$ cat config.mk
export PLATFORM = sky130hd
export DESIGN_NAME = vga_timing_gen
export DESIGN_NICKNAME = d
export VERILOG_FILES = /design/src/rtl/vga_timing_gen.sv
export SDC_FILE = /design/constraint.sdc
export NUM_CORES = 1
export LEC_CHECK = 0
export ABC_AREA = 1
export CAP_MARGIN = 20
export CORE_MARGIN = 2
export CORE_UTILIZATION = 30
export CTS_CLUSTER_DIAMETER = 100
export DETAILED_ROUTE_END_ITERATION = 16
export PLACE_DENSITY = 0.49
export SYNTH_ARGS = -nofsm -noshare
export SYNTH_HDL_FRONTEND = slang
export SYNTH_SLANG_ARGS = --single-unit
$ cat constraint.sdc
create_clock -name clk -period 3.9 [get_ports clk]
set_clock_uncertainty 0.15 [all_clocks]
set_input_delay 0.39 -clock clk [delete_from_list [all_inputs] [get_ports clk]]
set_output_delay 0.39 -clock clk [all_outputs]
set_load 0.02 [all_outputs]
$ cat src/rtl/vga_timing_gen.sv
// Programmable raster timing generator.
// Horizontal and vertical counters advance on a pixel-rate enable. Sync,
// blanking, coordinate and strobe outputs are all registered. They are
// decoded from the next-state counters, so they always match pixel_x/pixel_y
// on the same cycle and never glitch.
module vga_timing_gen #(
    parameter int CNT_W  = 10,
    parameter int H_DISP = 640,
    parameter int H_FP   = 16,
    parameter int H_SYNC = 96,
    parameter int H_BP   = 48,
    parameter int V_DISP = 480,
    parameter int V_FP   = 10,
    parameter int V_SYNC = 2,
    parameter int V_BP   = 33,
    parameter bit HS_POL = 1'b0,
    parameter bit VS_POL = 1'b0
) (
    input  logic             clk,
    input  logic             rst,
    input  logic             tick,
    input  logic             en,
    output logic             video_on,
    output logic             h_sync,
    output logic             v_sync,
    output logic [CNT_W-1:0] pixel_x,
    output logic [CNT_W-1:0] pixel_y,
    output logic             line_start,
    output logic             frame_start
);

    localparam int H_TOTAL = H_DISP + H_FP + H_SYNC + H_BP;
    localparam int V_TOTAL = V_DISP + V_FP + V_SYNC + V_BP;

    // Reject configurations that the counters cannot represent.
    if (CNT_W < 1 || CNT_W > 31 ||
        H_DISP < 1 || H_FP < 1 || H_SYNC < 1 || H_BP < 1 ||
        V_DISP < 1 || V_FP < 1 || V_SYNC < 1 || V_BP < 1) begin : g_bad_param
        $error("vga_timing_gen: every timing parameter must be >= 1");
    end
    if (longint'(H_TOTAL) > (64'd1 << CNT_W) ||
        longint'(V_TOTAL) > (64'd1 << CNT_W)) begin : g_bad_total
        $error("vga_timing_gen: H_TOTAL/V_TOTAL exceed 2**CNT_W");
    end

    // Decode thresholds at counter width; all fit because each total <= 2**CNT_W.
    localparam logic [CNT_W-1:0] H_LAST   = CNT_W'(H_TOTAL - 1);
    localparam logic [CNT_W-1:0] V_LAST   = CNT_W'(V_TOTAL - 1);
    localparam logic [CNT_W-1:0] H_ACT    = CNT_W'(H_DISP);
    localparam logic [CNT_W-1:0] V_ACT    = CNT_W'(V_DISP);
    localparam logic [CNT_W-1:0] H_SYNC_S = CNT_W'(H_DISP + H_FP);
    localparam logic [CNT_W-1:0] H_SYNC_E = CNT_W'(H_DISP + H_FP + H_SYNC - 1);
    localparam logic [CNT_W-1:0] V_SYNC_S = CNT_W'(V_DISP + V_FP);
    localparam logic [CNT_W-1:0] V_SYNC_E = CNT_W'(V_DISP + V_FP + V_SYNC - 1);

    typedef enum logic {
        IDLE = 1'b0,
        RUN  = 1'b1
    } state_t;

    state_t           state_q, state_d;
    logic [CNT_W-1:0] h_q, h_d;
    logic [CNT_W-1:0] v_q, v_d;
    logic             video_on_q, video_on_d;
    logic             h_sync_q, h_sync_d;
    logic             v_sync_q, v_sync_d;
    logic             line_start_q, line_start_d;
    logic             frame_start_q, frame_start_d;

    // Next state and counter values: enable has priority over tick.
    always_comb begin
        // NOTE: every output of a combinational block gets a default first, so no path can infer a latch.
        state_d       = state_q;
        h_d           = h_q;
        v_d           = v_q;
        line_start_d  = 1'b0;
        frame_start_d = 1'b0;
        unique case (state_q)
            IDLE: begin
                h_d = '0;
                v_d = '0;
                if (en) begin
                    state_d       = RUN;
                    line_start_d  = 1'b1;
                    frame_start_d = 1'b1;
                end
            end
            RUN: begin
                if (!en) begin
                    state_d = IDLE;
                    h_d     = '0;
                    v_d     = '0;
                end else if (tick) begin
                    if (h_q == H_LAST) begin
                        h_d          = '0;
                        line_start_d = 1'b1;
                        if (v_q == V_LAST) begin
                            v_d           = '0;
                            frame_start_d = 1'b1;
                        end else begin
                            v_d = v_q + 1'b1;
                        end
                    end else begin
                        h_d = h_q + 1'b1;
                    end
                end
            end
            default: state_d = IDLE;
        endcase
    end

    // Decode the next-state counters so outputs register alongside them.
    always_comb begin
        video_on_d = (state_d == RUN) && (h_d < H_ACT) && (v_d < V_ACT);
        h_sync_d   = ((state_d == RUN) && (h_d >= H_SYNC_S) && (h_d <= H_SYNC_E))
                     ? HS_POL : ~HS_POL;
        v_sync_d   = ((state_d == RUN) && (v_d >= V_SYNC_S) && (v_d <= V_SYNC_E))
                     ? VS_POL : ~VS_POL;
    end

    // State, counters and decoded outputs; reset returns everything to idle at once.
    always_ff @(posedge clk or negedge rst) begin
        // NOTE: sequential state uses non-blocking assignments so every flop samples pre-edge values.
        if (!rst) begin
            state_q       <= IDLE;
            h_q           <= '0;
            v_q           <= '0;
            video_on_q    <= 1'b0;
            h_sync_q      <= ~HS_POL;
            v_sync_q      <= ~VS_POL;
            line_start_q  <= 1'b0;
            frame_start_q <= 1'b0;
        end else begin
            state_q       <= state_d;
            h_q           <= h_d;
            v_q           <= v_d;
            video_on_q    <= video_on_d;
            h_sync_q      <= h_sync_d;
            v_sync_q      <= v_sync_d;
            line_start_q  <= line_start_d;
            frame_start_q <= frame_start_d;
        end
    end

    assign video_on    = video_on_q;
    assign h_sync      = h_sync_q;
    assign v_sync      = v_sync_q;
    assign pixel_x     = h_q;
    assign pixel_y     = v_q;
    assign line_start  = line_start_q;
    assign frame_start = frame_start_q;

endmodule

==> summary.md, run 1 <==
| Metric | Value |
|---|---|
| Clock Power Share | between 40% and 50% |
| Initial Util | about a third |
| Share of layout cells above drive strength 1 | about 16% |
| Ant diodes | 0 |
| DR WL/cell | ~13 um |
| Sw power | about 0.00013 W |
| GPL Wtd Cong | roughly 0.8 |
| Int Pwr | about 0.00043 W |
| Worst Path Required | between 3 and 4 ns |
| Yosys reg bits | 26 |
| Worst Tran Pin Value | around 0.63 ns |
| Fmax | about 0.44 GHz |
| Max_cap viols | 0 |
| Power share of the combinational group | approximately 8% |
| Min cycle time layout | roughly 2.3 ns |
| Pwr per Cell Area | approximately 250 mW/mm2 |
| RSZ-0062 raised after global routing | false |
| Peak supply drop | 111 uV |
| DR vias/cell | between 4 and 5 |
| M1 WL | between 2 and 2.5 mm |
| Commonest non-fill, non-tap cells in the layout | nand2_1 (67), clkdlybuf4s50_1 (28), inv_1 (26), nor2_1 (26), dfrtp_1 (24) |
| Post-synthesis cell count | 234 |
| Final ANT Viol Nets | 0 |
| Syn_nets | approximately 240 |
| H-Tree Depth | 1 |
| Standard-cell rows | 27 |
| Leakage | around 1.0 nW |
| Clock Path Buffers | 2 |
| CP Capture Type | flop |
| Flop pwr share | 49.9% |
| Max Transition Viols Final | 0 |
| Distinct cells, synth | 35 |
| Initial DRC Count | ~110 |
| Initial antenna violation count | 0 |
| First-pass GRT wire length | roughly 7.4 mm |
| Total I/O pin count | 29 |
| Sw Ratio | between 20% and 30% |
| Layout Utilization | between 30 and 40% |
| Post-Syn Area | 0.00174 mm2 |
| DP Wirelength | about 3.3 mm |
| Nets | roughly 270 |
| Clock Latency Late Sink | 0.28 ns |
| Outcome | completed |
| Most common cell after layout, fill and taps aside | nand2_1 |
| Final number of hold-violating endpoints | 0 |
| Area growth from synthesis to layout | 25.2% |
| Total CTS buffers | 3 |
| Final worst slack | about 1.6 ns |
| Die area | about 0.0064 mm2 |
| Flop2flop setup slack | 1.77 ns |
| Routed vias | between 1500 and 2000 |
| Reg clk slew, reported paths | 0.10 ns |
| CTS root buf | clkbuf_8 |
| CTS tree | yes |
| Grt total ovfl | 0 |
| WL met2 | 1.99 mm |
| DRT Pass-1 Iters | 4 |
| Drc violations | 0 |
| Pre-CTS WS | between 1 and 1.5 ns |
| Gr usage total | roughly 15% |
| Hold WS | ~0.32 ns |
| Slew HR | between 50% and 60% |
| Crit path DAT | 2.33 ns |
| Vias in the first global route | 1527 |
| # Post-CTS Setup Buffers | 0 |
| CTS Hold Bufs | 0 |
| DIE HEIGHT | roughly 80 um |
| Die Width | 80.1 um |
| Finish-stage setup viols | 0 |
| PortBufs | 28 |
| Core box area | between 0.005 and 0.006 mm2 |
| Largest net degree at the start of global routing | 27 |
| Ys Warns | 0 |
| Tcrit/Tclk final | 58.3% |
| Mean post-synth cell area | roughly 7.4 um2 |
| WL met3 | 137 um |
| Post-Route WL | 4.38 mm |
| CP Max Fanout | 15 |
| HP Class | input pin to asynchronous set/reset pin |
| Sink Count | 26 |
| Critical path type | input pin to flop |
| CP startpoint kind | input pin |
| Setup TNS | 0 ns |
| Post-CTS resize count | 0 |
| Register area share after synthesis | 37.6% |
| Uppermost routed layer | met4 |
## cell type report
type	instances	area [um2]
clock buffer	3	41.3
clock inverter	1	30.0
tap	72	90.1
fill	605	3360
inverter	35	134
timing repair buffer	29	288
multi-input combinational	172	941
sequential	26	653
## final timing paths
kind,from,end,depth (start not counted)
max,tick,v_sync,10
min,rst,pixel_x[8],2
max reg2reg,pixel_y[0],v_sync,12
min reg2reg,state_q,line_start,2
max in group asynchronous,rst,v_sync,2
min in group clk,state_q,line_start,2
## per-layer routing
| metal | track usage, % | vias up |
|---|---|---|
| met3 | 2.02 | 5 |
| met5 | 0 | - |
| li1 | - | 808 |
| met2 | 21.8 | 30 |
| met1 | 22.1 | 744 |
| met4 | 5.08 | 0 |
## cell usage after synthesis (all sizes together)
cell type / instances / area (um2)
a211oi: 1 / 7.51
a21oi: 10 / 61.3
and2: 3 / 18.8
buf: 1 / 11.3
clkinv: 1 / 3.75
dfrtp: 24 / 601
dfstp: 2 / 52.6
ha: 3 / 37.5
inv: 34 / 130
nand2: 72 / 293
nand3: 22 / 138
nand3b: 1 / 7.51
nand4: 9 / 68.8
nor2: 36 / 198
nor3: 2 / 21.3
nor3b: 1 / 7.51
o21ai: 6 / 33.8
o21bai: 1 / 7.51
or2: 1 / 6.26
xnor2: 2 / 17.5
xor2: 2 / 17.5
## power by group through the flow
stage | clock network (W) | registers, W | logic [W]
after global routing | 0.000255 | 0.000277 | 0.0000490
after global placement | 0 | 0.000282 | 0.0000444
after floorplan | 0 | 0.000286 | 0.0000182
after CTS | 0.000243 | 0.000277 | 0.0000447
final | 0.000234 | 0.000277 | 0.0000434
after detailed placement | 0 | 0.000282 | 0.0000447
## kinds of logic (layout without fill, tap and decap cells)
logic type / Yosys count / count (layout) / share of synthesized area [%]
fa+ha+maj: 3 / 3 / 2.16
xor+xnor: 4 / 4 / 2.01
simple gates: 147 / 147 / 43.6
compound gates: 18 / 18 / 6.33
flops: 26 / 26 / 37.6
buf+inv: 36 / 68 / 8.35
## sequential cells by signal, indices dropped and copies added (netlist names)
register	count
pixel_x	10
pixel_y	10
frame_start	1
h_sync	1
line_start	1
state_q	1
v_sync	1
video_on	1
## critical path, stage by stage
cell and delay, ns:
clkdlybuf4s50_1 0.87, nand2_2 0.16, nor2_4 0.15, nand4_2 0.13
nand2_4 0.18, nand2_1 0.07, nand2_1 0.09, nand3_1 0.08
nor2_1 0.11, nand3_1 0.09
## per-stage QoR
| step | power [W] | std cells | area [um2] |
|---|---|---|---|
| finish | 0.000554 | 338 | 2180 |
| global route | 0.000581 | 338 | 2180 |
| CTS | 0.000564 | 338 | 2180 |
| detailed placement | 0.000326 | 334 | 2110 |
| global placement | 0.000326 | 334 | 2110 |
| floorplan | 0.000304 | 234 | 1740 |
Power figures use the tool's default switching activity.
==> run 2, diff against run 1 <==
--- a/config.mk
+++ b/config.mk
@@ -11,7 +11,7 @@
 export CORE_UTILIZATION = 30
 export CTS_CLUSTER_DIAMETER = 100
 export DETAILED_ROUTE_END_ITERATION = 16
-export PLACE_DENSITY = 0.49
+export PLACE_DENSITY = 0.51
 export SYNTH_ARGS = -nofsm -noshare
 export SYNTH_HDL_FRONTEND = slang
 export SYNTH_SLANG_ARGS = --single-unit
==> constraint.sdc (replaced) <==
create_clock -name clk -period 1.9 [get_ports clk]
set_clock_uncertainty 0.15 [all_clocks]
set_input_delay 0.19 -clock clk [delete_from_list [all_inputs] [get_ports clk]]
set_output_delay 0.19 -clock clk [all_outputs]
set_load 0.02 [all_outputs]
==> summary.md, run 2 (same netlist as run 1, synthesis figures left out) <==
| Metric | Value |
|---|---|
| CP startpoint kind | flop |
| Worst setup endpoint | pixel_x[6] |
| Reg clk slew, reported paths | about 0.10 ns |
| Fillers | 560 |
| Total I/O pin count | 29 |
| Post-Route WL | 4.90 mm |
| Area after DPL | approximately 0.0024 mm2 |
| Critical Path Source | pixel_x[6] |
| Ant diodes | 0 |
| GPL Wtd Cong | about 0.84 |
| H-Tree Depth | 1 |
| Initial DRC Count | 98 |
| Placed Cells | roughly 370 |
| Max_cap viols | 0 |
| Reg-to-reg critical path startpoint | pixel_y[0] |
| Leakage | ~1.3 nW |
| CTS tree | yes |
| Slew HR | around three quarters |
| Gr usage total | about 16% |
| Largest net degree at the start of global routing | 27 |
| R2r worst-path depth | 9 |
| Initial antenna violation count | 0 |
| Worst Path Required | around 1.6 ns |
| CP Max Fanout | 6 |
| Power share of the combinational group | 10.1% |
| Int Pwr | 0.000892 W |
| CP Capture Type | output port |
| Routed vias | approximately 1800 |
| Area growth from synthesis to layout | 53.7% |
| Max Transition Viols Final | 0 |
| Post-route cell area | 0.00267 mm2 |
| HP Class | input pin to asynchronous set/reset pin |
| Sw power | between 0.0002 and 0.0003 W |
| Pwr per Cell Area | ~430 mW/mm2 |
| Final ANT Viol Nets | 0 |
| Sink Count | 26 |
| Crit path DAT | approximately 1.5 ns |
| CTS root buf | clkbuf_8 |
| Die Width | 80.1 um |
| Fmax | between 0.5 and 0.6 GHz |
| Clock Path Buffers | 2 |
| Clock Power Share | around 40% |
| Power, Total | roughly 0.0012 W |
| Final number of hold-violating endpoints | 0 |
| RR Endpoint | pixel_y[0] |
| Sw Ratio | 22.7% |
| Outcome | completed |
| Finish-stage setup viols | 0 |
| Most common cell after layout, fill and taps aside | nand2_1 |
| Tcrit/Tclk final | between 90% and 100% |
| Flop2flop setup slack | between 0.1 and 0.15 ns |
| Share of layout cells above drive strength 1 | 36.7% |
| Flop pwr share | around 49% |
| Standard-cell rows | 27 |
| Clock Latency Late Sink | about 0.28 ns |
| Peak supply drop | ~340 uV |
| Vias in the first global route | about 1700 |
| First-pass GRT wire length | just over 8 mm |
| Slowest-stage cell, CP | clkdlybuf4s50_1 |
| Core box area | roughly 0.0055 mm2 |
| Initial Util | between 30% and 40% |
| Die area | around 0.0064 mm2 |
| DP Wirelength | 3.61 mm |
| Non-filler cells, final | a little under 400 |
| Layout Utilization | 48.3% |
| DIE HEIGHT | 80.1 um |
| Drc violations | 0 |
| DRT Pass-1 Iters | 4 |
| Min cycle time layout | roughly 1.8 ns |
| Cells along the critical path | buf_4, clkdlybuf4s50_1 |
| CTS Hold Bufs | 0 |
| Worst Tran Pin Value | ~0.35 ns |
| PortBufs | 28 |
| DR vias/cell | approximately 4.6 |
| Nets | 321 |
| Critical path type | flop to output port |
| Slowest stage delay, CP | just over 0.6 ns |
| Total CTS buffers | 3 |
| Commonest non-fill, non-tap cells in the layout | nand2_1 (61), buf_4 (47), clkdlybuf4s50_1 (28) |
| Grt total ovfl | 0 |
| Pre-CTS WS | -0.116 ns |
| DR WL/cell | about 13 um |
| Final worst slack | ~0.085 ns |
==> run 2: power groups by stage <==
stage	clock network (W)	logic, W	registers [W]
floorplan	0	0.0000374	0.000586
global placement	0	0.000112	0.000577
detailed placement	0	0.000112	0.000577
CTS	0.000486	0.000113	0.000567
global route	0.000510	0.000130	0.000568
finish	0.000471	0.000117	0.000567
==> run 2: worst min path at each step <==
| stage | end | slack [ns] | depth (start not counted) |
|---|---|---|---|
| 2_1_floorplan | frame_start | -0.26 | 0 |
| 3_3_place_gp | line_start | 0.40 | 2 |
| 3_5_place_dp | line_start | 0.41 | 2 |
| 4_1_cts | frame_start | 0.14 | 2 |
| 5_1_grt | frame_start | 0.16 | 2 |
| 6_report | frame_start | 0.13 | 2 |
==> run 2: critical path: cells and delay by family (launching register included) <==
kind | cells | cell delay, ns
buffers and inverters | 2 | 0.79
DFF | 1 | 0.42
==> run 2: layout make-up <==
type / count / area, um2 / area share (%)
multi-input cells: 172 / 1080 / 40.2
flip-flops and latches: 26 / 658 / 24.6
repair buffers: 76 / 644 / 24.1
inverters: 35 / 134 / 5.01
well taps: 72 / 90.1 / 3.37
clock buffers: 3 / 41.3 / 1.54
clock inverters: 1 / 30.0 / 1.12
==> run 2: what timing repair did <==
action,in CTS,in global routing
endpoints found under the hold margin,0,0
pin swaps,0,18
setup endpoints to repair,3,5
gates resized for setup,3,36
setup buffers,0,8
==> run 2: stage by stage <==
step	hold slack (ns)	TNS (ns)
final	0.132	0
after global routing	0.155	-0.0271
after CTS	0.140	0
after detailed placement	0.408	-0.268
after global placement	0.401	-0.176
after floorplan	-0.256	0
==> run 2: routing by layer <==
| layer | GRT usage [%] | part of all wire (%) | up-vias | wire length, um |
|---|---|---|---|---|
| met5 | 0 | 0 | - | 0 |
| met4 | 5.42 | 1.6 | 0 | 76 |
| met3 | 1.80 | 3.1 | 6 | 154 |
| met2 | 24.9 | 46 | 34 | 2260 |
| met1 | 23.3 | 49 | 829 | 2420 |
| li1 | - | - | 901 | - |
